==> src/rtl/smoothed_amplitude_pkg.sv <==
// Shared types and helpers for the smoothed amplitude mixer: FSM encoding,
// a constant clog2 and a width-generic signed clamp.
package smoothed_amplitude_pkg;

    typedef enum logic [1:0] {
        IDLE   = 2'd0,
        RUN    = 2'd1,
        FINISH = 2'd2
    } state_e;

    function automatic int unsigned clog2(input int unsigned n);
        int unsigned r;
        r = 0;
        for (int unsigned v = 1; v < n; v = v << 1) begin
            r++;
        end
        return r;
    endfunction

    // Clamp val into the signed range of a bits-wide word (bits <= 31).
    function automatic logic signed [31:0] saturate(input logic signed [31:0] val,
                                                    input int unsigned bits);
        logic signed [31:0] hi;
        logic signed [31:0] lo;
        hi = (32'sd1 <<< (bits - 1)) - 32'sd1;
        lo = -(32'sd1 <<< (bits - 1));
        if (val > hi) begin
            return hi;
        end
        if (val < lo) begin
            return lo;
        end
        return val;
    endfunction

endpackage

==> src/rtl/smoothed_amplitude_mixer_gain_slew.sv <==
// Combinational next-gain: moves the applied gain toward the target by at most
// RAMP_STEP per frame, never overshooting or wrapping.
module gain_slew #(
    parameter int AMPLITUDE_BITS = 8,
    parameter int RAMP_STEP      = 4
) (
    input  logic [AMPLITUDE_BITS-1:0] i_gain,
    input  logic [AMPLITUDE_BITS-1:0] i_target,
    output logic [AMPLITUDE_BITS-1:0] o_gain
);

    localparam logic [AMPLITUDE_BITS:0] STEP = (AMPLITUDE_BITS + 1)'(RAMP_STEP);

    logic [AMPLITUDE_BITS:0] w_up;
    logic [AMPLITUDE_BITS:0] w_down;
    logic [AMPLITUDE_BITS:0] w_target_ext;

    assign w_up         = {1'b0, i_gain} + STEP;
    assign w_down       = {1'b0, i_gain} - STEP;
    assign w_target_ext = {1'b0, i_target};

    always_comb begin
        o_gain = i_gain;
        if (RAMP_STEP == 0) begin
            o_gain = i_target;
        end else if (i_gain < i_target) begin
            o_gain = (w_up > w_target_ext) ? i_target : w_up[AMPLITUDE_BITS-1:0];
        end else if (i_gain > i_target) begin
            // Top bit set means the subtraction went below zero.
            o_gain = (w_down[AMPLITUDE_BITS] || (w_down < w_target_ext)) ?
                     i_target : w_down[AMPLITUDE_BITS-1:0];
        end
    end

endmodule

==> src/rtl/smoothed_amplitude_mixer.sv <==
// Multi-channel amplitude mixer: one time-shared multiplier scales each channel by
// its slewed gain, then the channels are summed into a saturated mix.
module smoothed_amplitude_mixer
    import smoothed_amplitude_pkg::*;
#(
    parameter int DATA_BITS      = 12,
    parameter int AMPLITUDE_BITS = 8,
    parameter int CHANNELS       = 4,
    parameter int RAMP_STEP      = 4
) (
    input  logic                                 i_clk,
    input  logic                                 i_rst_n,
    input  logic                                 i_sample_stb,
    input  logic [CHANNELS*DATA_BITS-1:0]        i_din,
    input  logic [CHANNELS*AMPLITUDE_BITS-1:0]   i_amplitude,
    output logic [CHANNELS*DATA_BITS-1:0]        o_dout,
    output logic [DATA_BITS-1:0]                 o_mix,
    output logic                                 o_dout_valid,
    output logic                                 o_busy,
    output logic                                 o_overrun
);

    localparam int CH_BITS   = (CHANNELS > 1) ? clog2(CHANNELS) : 1;
    localparam int ACC_BITS  = DATA_BITS + clog2(CHANNELS) + 1;
    localparam int PROD_BITS = DATA_BITS + AMPLITUDE_BITS + 1;

    state_e                               r_state;
    state_e                               w_state_next;
    logic [CH_BITS-1:0]                   r_ch;
    logic [CHANNELS*DATA_BITS-1:0]        r_din_snap;
    logic [CHANNELS*DATA_BITS-1:0]        r_scaled;
    logic [CHANNELS*DATA_BITS-1:0]        r_dout;
    logic [CHANNELS*AMPLITUDE_BITS-1:0]   r_amp_snap;
    logic [CHANNELS*AMPLITUDE_BITS-1:0]   r_gain;
    logic signed [ACC_BITS-1:0]           r_acc;
    logic [DATA_BITS-1:0]                 r_mix;
    logic                                 r_dout_valid;
    logic                                 r_overrun;

    logic                                 w_busy;
    logic                                 w_last;
    logic signed [DATA_BITS-1:0]          w_din_k;
    logic signed [DATA_BITS-1:0]          w_scaled;
    logic [AMPLITUDE_BITS-1:0]            w_gain_k;
    logic [AMPLITUDE_BITS-1:0]            w_target_k;
    logic [AMPLITUDE_BITS-1:0]            w_gain_next;
    logic signed [AMPLITUDE_BITS:0]       w_gain_s;
    logic signed [PROD_BITS-1:0]          w_product;
    logic                                 w_unused_prod;

    assign w_busy     = (r_state != IDLE);
    assign w_last     = (r_ch == CH_BITS'(CHANNELS - 1));
    assign w_din_k    = r_din_snap[r_ch*DATA_BITS +: DATA_BITS];
    assign w_gain_k   = r_gain[r_ch*AMPLITUDE_BITS +: AMPLITUDE_BITS];
    assign w_target_k = r_amp_snap[r_ch*AMPLITUDE_BITS +: AMPLITUDE_BITS];
    assign w_gain_s   = {1'b0, w_gain_k};
    assign w_product  = w_din_k * w_gain_s;
    // Taking bits above the fraction is the floor-rounded arithmetic shift.
    assign w_scaled   = w_product[AMPLITUDE_BITS +: DATA_BITS];
    assign w_unused_prod = ^{w_product[AMPLITUDE_BITS-1:0], w_product[PROD_BITS-1]};

    gain_slew #(
        .AMPLITUDE_BITS (AMPLITUDE_BITS),
        .RAMP_STEP      (RAMP_STEP)
    ) u_gain_slew (
        .i_gain   (w_gain_k),
        .i_target (w_target_k),
        .o_gain   (w_gain_next)
    );

    always_comb begin
        w_state_next = r_state;
        unique case (r_state)
            IDLE:    if (i_sample_stb) w_state_next = RUN;
            RUN:     if (w_last) w_state_next = FINISH;
            FINISH:  w_state_next = IDLE;
            default: w_state_next = IDLE;
        endcase
    end

    always_ff @(posedge i_clk or negedge i_rst_n) begin
        if (!i_rst_n) begin
            r_state      <= IDLE;
            r_ch         <= '0;
            r_din_snap   <= '0;
            r_amp_snap   <= '0;
            r_scaled     <= '0;
            r_gain       <= '0;
            r_acc        <= '0;
            r_dout       <= '0;
            r_mix        <= '0;
            r_dout_valid <= 1'b0;
            r_overrun    <= 1'b0;
        end else begin
            r_state      <= w_state_next;
            r_dout_valid <= 1'b0;
            r_overrun    <= i_sample_stb && w_busy;
            unique case (r_state)
                IDLE: begin
                    if (i_sample_stb) begin
                        r_din_snap <= i_din;
                        r_amp_snap <= i_amplitude;
                        r_acc      <= '0;
                        r_ch       <= '0;
                    end
                end
                RUN: begin
                    r_scaled[r_ch*DATA_BITS +: DATA_BITS]          <= w_scaled;
                    r_gain[r_ch*AMPLITUDE_BITS +: AMPLITUDE_BITS]  <= w_gain_next;
                    r_acc <= r_acc + ACC_BITS'(w_scaled);
                    r_ch  <= r_ch + CH_BITS'(1);
                end
                FINISH: begin
                    r_dout       <= r_scaled;
                    r_mix        <= DATA_BITS'(saturate(32'(r_acc), DATA_BITS));
                    r_dout_valid <= 1'b1;
                end
                default: ;
            endcase
        end
    end

    assign o_dout       = r_dout;
    assign o_mix        = r_mix;
    assign o_dout_valid = r_dout_valid;
    assign o_busy       = w_busy;
    assign o_overrun    = r_overrun;

endmodule

==> config.mk <==
export PLATFORM = sky130hd
export DESIGN_NAME = smoothed_amplitude_mixer
export DESIGN_NICKNAME = d
export VERILOG_FILES = /design/src/rtl/smoothed_amplitude_pkg.sv /design/src/rtl/smoothed_amplitude_mixer_gain_slew.sv /design/src/rtl/smoothed_amplitude_mixer.sv
export SDC_FILE = /design/constraint.sdc
export NUM_CORES = 1
export LEC_CHECK = 0
export CAP_MARGIN = 20
export CORE_ASPECT_RATIO = 0.8
export CORE_MARGIN = 1.5
export CORE_UTILIZATION = 40
export DETAILED_ROUTE_END_ITERATION = 6
export PLACE_DENSITY = 0.62
export SETUP_SLACK_MARGIN = 0.15
export SKIP_LAST_GASP = 1
export SLEW_MARGIN = 0
export SYNTH_ARGS = -nofsm -noshare
export SYNTH_HDL_FRONTEND = slang
export SYNTH_HIERARCHICAL = 1
export SYNTH_SLANG_ARGS = --single-unit
==> constraint.sdc <==
create_clock -name i_clk -period 11.85 [get_ports i_clk]
set_input_delay 1.185 -clock i_clk [delete_from_list [all_inputs] [get_ports i_clk]]
set_output_delay 1.185 -clock i_clk [all_outputs]
set_load 0.1 [all_outputs]
# Word-level counts from Yosys, hierarchy flattened
# Index checks and enable logic that the tools add are counted.
[totals]
out_inout_bits = 63
ff_bits = 241
wordCells = 68
inputBits = 83
[op_classes]
n_addsub = 6
n_mux = 23
reduce_logical = 8
n_lt_le_gt_ge = 6
n_eq_ne = 5
shift = 7
multipliers = 2
[op_table]
columns = ["operator", "n"]
rows = [
  ["$shiftx 32x6->8", 2],
  ["$bwmux 48", 1],
  ["$mux 12", 4],
  ["$shift 12x34->48 const A", 1],
  ["$shiftx 12x34->48", 1],
  ["$shiftx 48x7->12", 1],
  ["$neg 5->34", 1],
  ["$neg 6->34", 1],
  ["$shift 8x34->32 const A", 1],
  ["$shiftx 8x34->32", 1],
  ["$bwmux 32", 1],
  ["$mux 8", 4],
  ["$pmux 15 s2", 1],
  ["$mul 12x9->20", 1],
  ["$add 15x12->15", 1],
  ["$gt 15x12->1 const B", 1],
  ["$lt 15x12->1 const B", 1],
  ["$mux 15", 1],
  ["$add 8x3->9 const B", 1],
  ["$gt 9x8->1", 1],
  ["$lt 9x8->1", 1],
  ["$sub 8x3->9 const B", 1],
  ["$gt 8x8->1", 1],
  ["$lt 8x8->1", 1],
  ["13 further kinds", 26],
]

# Longest topological paths before layout
[logic_depth]
depth_word = 9
depth_mapped = 32

# Hierarchy
# The synthesis kept the hierarchy.
[modules_own_cells]
columns = ["module", "instances", "cells_per_inst", "area_each_um2"]
rows = [
  ["smoothed_amplitude_mixer", 1, 1494, 14005.9],
  ["gain_slew", 1, 130, 991.0],
]

# Worst setup path after synthesis
# OpenSTA, ideal clock, no wires.
[synth_timing]
path_type = "register -> register"
startpoint = "register r_ch[0]"
endpoint = "register r_acc[14]"
n_path_buf = 3
stages_incl_launch_ff = 31
arrival_time_ns = 7.846
required_ns = 11.771
setup_time_ns = 0.079
path_slack_ns = 3.924
cell_sequence = "dfrtp_1 > buf_6 > buf_1 > mux4_2 > clkbuf_1 > nand2_1 > fa_1 > inv_1 > fa_1 > inv_1 > fa_1 > inv_1 > fa_1 > ha_1 > nor4bb_1 > nand3_1 > or4b_4 > nand2_1 > a21oi_1 > o21bai_1 > xor2_1 > ha_1 > inv_1 > o21ai_0 > a21oi_1 > a211oi_1 > a2111oi_0 > nor3_1 > xnor2_2 > mux2_1 > mux2i_1"
[synth_via]
elab_cells_between_ends = 6
[synth_lines]
columns = ["item", "line_no", "rtl"]
rows = [
  ["start: declaration", "smoothed_amplitude_mixer.sv:29", "logic [CH_BITS-1:0] r_ch;"],
  ["start signal: assignment", "smoothed_amplitude_mixer.sv:111", "r_ch <= r_ch + CH_BITS'(1);"],
  ["$shiftx 32x6->8", "smoothed_amplitude_mixer.sv:54", "assign w_gain_k = r_gain[r_ch*AMPLITUDE_BITS +: AMPLITUDE_BITS];"],
  ["via w_gain_k[2]", "smoothed_amplitude_mixer.sv:44", "logic [AMPLITUDE_BITS-1:0] w_gain_k;"],
  ["$mul 12x9->20", "smoothed_amplitude_mixer.sv:57", "assign w_product = w_din_k * w_gain_s;"],
  ["$add 15x12->15", "smoothed_amplitude_mixer.sv:110", "r_acc <= r_acc + ACC_BITS'(w_scaled);"],
  ["$pmux 15 s2", "smoothed_amplitude_mixer.sv:98", "unique case (r_state)"],
  ["end signal: assignment", "smoothed_amplitude_mixer.sv:110", ""],
  ["end: declaration", "smoothed_amplitude_mixer.sv:35", "logic signed [ACC_BITS-1:0] r_acc;"],
]
# The timed path passes the listed nets, and every way through them passes these cells.
# A chain may end at the register's enable or synchronous reset.

# Worst setup path in the final report
[layout_timing]
startpoint = "register r_ch[0]"
endpoint = "register r_acc[14]"
[layout_via]
elab_chain_len = 5
elab_cells_between_ends = 6
[layout_rtl]
columns = ["item", "line_no", "rtl"]
rows = [
  ["$mul 2x2->4", "smoothed_amplitude_mixer.sv:53", "assign w_din_k = r_din_snap[r_ch*DATA_BITS +: DATA_BITS];"],
  ["$shiftx 48x7->12", "smoothed_amplitude_mixer.sv:53", ""],
  ["$mul 12x9->20 (*)", "smoothed_amplitude_mixer.sv:57", ""],
  ["$add 15x12->15 (*)", "smoothed_amplitude_mixer.sv:110", ""],
  ["$pmux 15 s2 (*)", "smoothed_amplitude_mixer.sv:98", ""],
]
# Mark *: on every way between the ends. The rest lies on a longest branch, timed or not.

==> results.md <==
* Post-synth EDFFs at 0
* PortBufs at 145
* Synth cell count leaders: nand2_1 (542), dfrtp_1 (241), inv_1 (135), ha_1 (77), fa_1 (76)
* Layout Utilization at 48.3%
* Clk buf depth at 3
* Outcome: completed
* Gate Count Post-Synth at around 1600
* Post-Layout Cell Count at roughly 2300
* Initial core utilization at roughly 41%
* Met1 Usage GRT at a little under a third
* Max cap viols at 0
* DRT Pass-1 Iters at 5
* Power Total at about 5.1 mW
* TritonCTS clock tree: done
* Slowest CP cell: mux4_1
* Skew final at roughly 14 ps
* Critical Path Most Common Cell: ha_1
* YS warnings at 6
* Met3 global-route usage at between 2 and 3%
* Critical path startpoint category: flip-flop
* H-tree levels at 1
* Multi-input gate area at roughly 8200 sq um
* Area growth from synthesis to layout at 19.2%
* Via-to-Cell Ratio at approximately 5.1
* Initial antenna violation count at 0
* Clk_lat worst skew at between 500 and 600 ps
* Slew margin rel. at approximately 29%
* Root Driver: clkbuf_16
* All-Layer GR Usage at 20.2%
* Crit path DAT at 9290 ps
* Pwr/cell area at 285 nW/um^2
* Sequential element share of the synthesized area at between 40% and 50%
* P_leak at 8.82 nW
* Int Pwr at 2.58 mW
* Layout net count at 1978
* Die area at between 30000 and 40000 sq um
* Avg WL per Cell at 16.7 um
* Fin crit period at roughly 9000 ps
* # DRC at 0
* Final Hold Viols at 0
* Largest net degree at the start of global routing at around 110
* Post-Route Setup TNS at 0 ps
* Hold Buf Count CTS at 0
* Yosys top cell area share at between 40% and 50%
* Placed Instances at between 2000 and 2500
* I/O pin total at 146
* Die height at 176 um
* Crit path required time at 12310 ps
* Top Usage Layer GRT: met2
* Vias in the first global route at 12142
* Flop pwr share at 25.5%
* Setup-failing EPs final at 0
* Reg area at 6030 sq um
* Setup repair after global routing missed its margin: false
* DRT antenna net count at 0
* Logic pwr share at between 50% and 60%
* Top-count cell post-synth: nand2_1
* TritonCTS buffer count at 27
* Diodes inserted at 0
* CP Buf/Inv Count at 4
* Placed inst area at around 17000 sq um
* Switch Pwr at about 2.5 mW
* Synth area leader: dfrtp_1
* Worst path top cell family by delay: adder cells
* Post-synthesis cell type count at 69
* Routability congestion estimate at just under 0.9
* Core area at 37000 sq um
* Clk pwr share at between 10% and 20%
* Dpl hpwl at about 27000 um
* Sw Share at 49.2%
* Worst-path clk slew at roughly 60 ps
* Detailed-route via count at ~12000
* Setup Crit Path Kind: flip-flop to flip-flop
* Clock Sink Count at 241
* Grt ovf at 0
* First-pass GRT wire length at between 60000 and 70000 um
* Reg2reg setup slack at just over 3000 ps
* Share of the clock period used by the worst path at approximately 74%
* Synth Cell Area at between 10000 and 15000 sq um
* Most used flip-flop cell after synthesis: dfrtp_1
* Fraction of registers with async set/reset at 100%
* Worst ir drop on vdd at around 0.21 mV
* Max incr delay on CP at 990 ps
* Die width at ~220 um
* Slew Limit Fails at 0
* Final instance area at 17900 sq um
* Post-CTS resize count at 0
* Syn Area/Cell at 9.23 sq um
* FP Rows at between 60 and 70
* Routed wire length at between 30000 and 40000 um
* Initial DRC Count at 775
* Hold WC Path Type: flip-flop to flip-flop
* Largest cells by area after synthesis: dfrtp_1 (40%), nand2_1 (14%), fa_1 (10%)
* Layout cells sized above 1 at under 10%
* CP Max Fanout at 30
* Fill cell count at about 3500
* Critical Path Sink Type: flip-flop
* Worst Tran Pin Value at 1060 ps
* Synth Register Bits at roughly 240
* Setup Buffers After CTS at 0
* Met2 Resource Use GR at 31.5%
* FMAX at 0.113 GHz
* Syn nets at around 1900
[power groups by stage]
| stage | clock network, mW | logic, mW | registers [mW] |
|---|---|---|---|
| finish | 0.895 | 2.89 | 1.30 |
| global route | 0.947 | 3.19 | 1.33 |
| CTS | 0.919 | 2.90 | 1.30 |
| detailed placement | 0 | 2.88 | 1.31 |
| global placement | 0 | 2.85 | 1.30 |
| floorplan | 0 | 1.74 | 1.63 |
[layout make-up]
type	count	share of cell area [%]
multi-input combinational	1172	45.7
clock buffer	36	4.42
tap	487	3.41
timing repair buffer	163	8.89
clock inverter	14	0.966
inverter	137	2.91
sequential	241	33.8
[stage by stage]
step | hold slack [ps] | setup WS [ps]
after floorplan | 437 | 3920
after global placement | 451 | 3310
after detailed placement | 458 | 3040
after CTS | 474 | 3020
after global routing | 493 | 2330
final | 471 | 3020
[registers in the layout, summed over array words and instances, names as in the netlist, 12 cells and up]
register and count:
o_dout 48, o_mix 12, r_acc 15, r_amp_snap 32, r_din_snap 48, r_gain 32, r_scaled 48
[worst min-delay path, cell delays in order, from the launching register on]
cell and delay (ps):
dfrtp_1 330, nand2_1 50, nand2_1 60
[cell usage in the layout, fill, tap and decap left out, types with 8 or more instances in the layout]
cell type / netlist / routed
a21oi_1: 33 / 33
o31ai_1: 25 / 25
mux4_2: 26 / 26
buf_4: 0 / 17
dfrtp_1: 241 / 240
clkbuf_16: 0 / 27
a21o_1: 8 / 8
ha_1: 77 / 77
xor2_1: 15 / 15
nor3_1: 19 / 19
nand2b_1: 13 / 12
inv_1: 135 / 135
nand3_1: 31 / 31
nand2_1: 542 / 541
clkbuf_8: 0 / 8
fa_1: 76 / 76
nor2_1: 38 / 38
o21ai_0: 58 / 58
clkdlybuf4s50_1: 0 / 144
xnor2_1: 20 / 20
a22oi_1: 10 / 10
and2_1: 53 / 52
a22o_1: 27 / 27
[cells by family (layout without fill, tap and decap cells)]
| group | count (synthesis) | after routing | synth area share, % |
|---|---|---|---|
| DFF | 241 | 241 | 40.2 |
| buffers and inverters | 211 | 350 | 5.43 |
| adders and majority gates | 153 | 153 | 16.6 |
| AOI/OAI and AO/OA | 213 | 213 | 9.69 |
| muxes | 41 | 41 | 5.40 |
| and+or+nand+nor | 729 | 729 | 20.5 |
| xor gates and xnor gates | 36 | 36 | 2.15 |
[final timing paths]
kind | startpoint | to | cells after the start
min in group asynchronous | i_rst_n | o_mix[10] | 1
worst max register to register | r_ch[0] | r_acc[14] | 27
max in group asynchronous | i_rst_n | o_dout[19] | 2
worst min register to register | r_amp_snap[0] | r_amp_snap[0] | 2
worst min-delay path | r_amp_snap[0] | r_amp_snap[0] | 2
worst max-delay path | r_ch[0] | r_acc[14] | 27
[routing by layer]
metal / vias to the layer above / share of wire [%]
met5: - / 0
met4: 0 / 1.7
met3: 50 / 4.6
met2: 249 / 44
met1: 5679 / 50
li1: 5553 / -
Note: power is estimated with default switching activity, not from simulation.
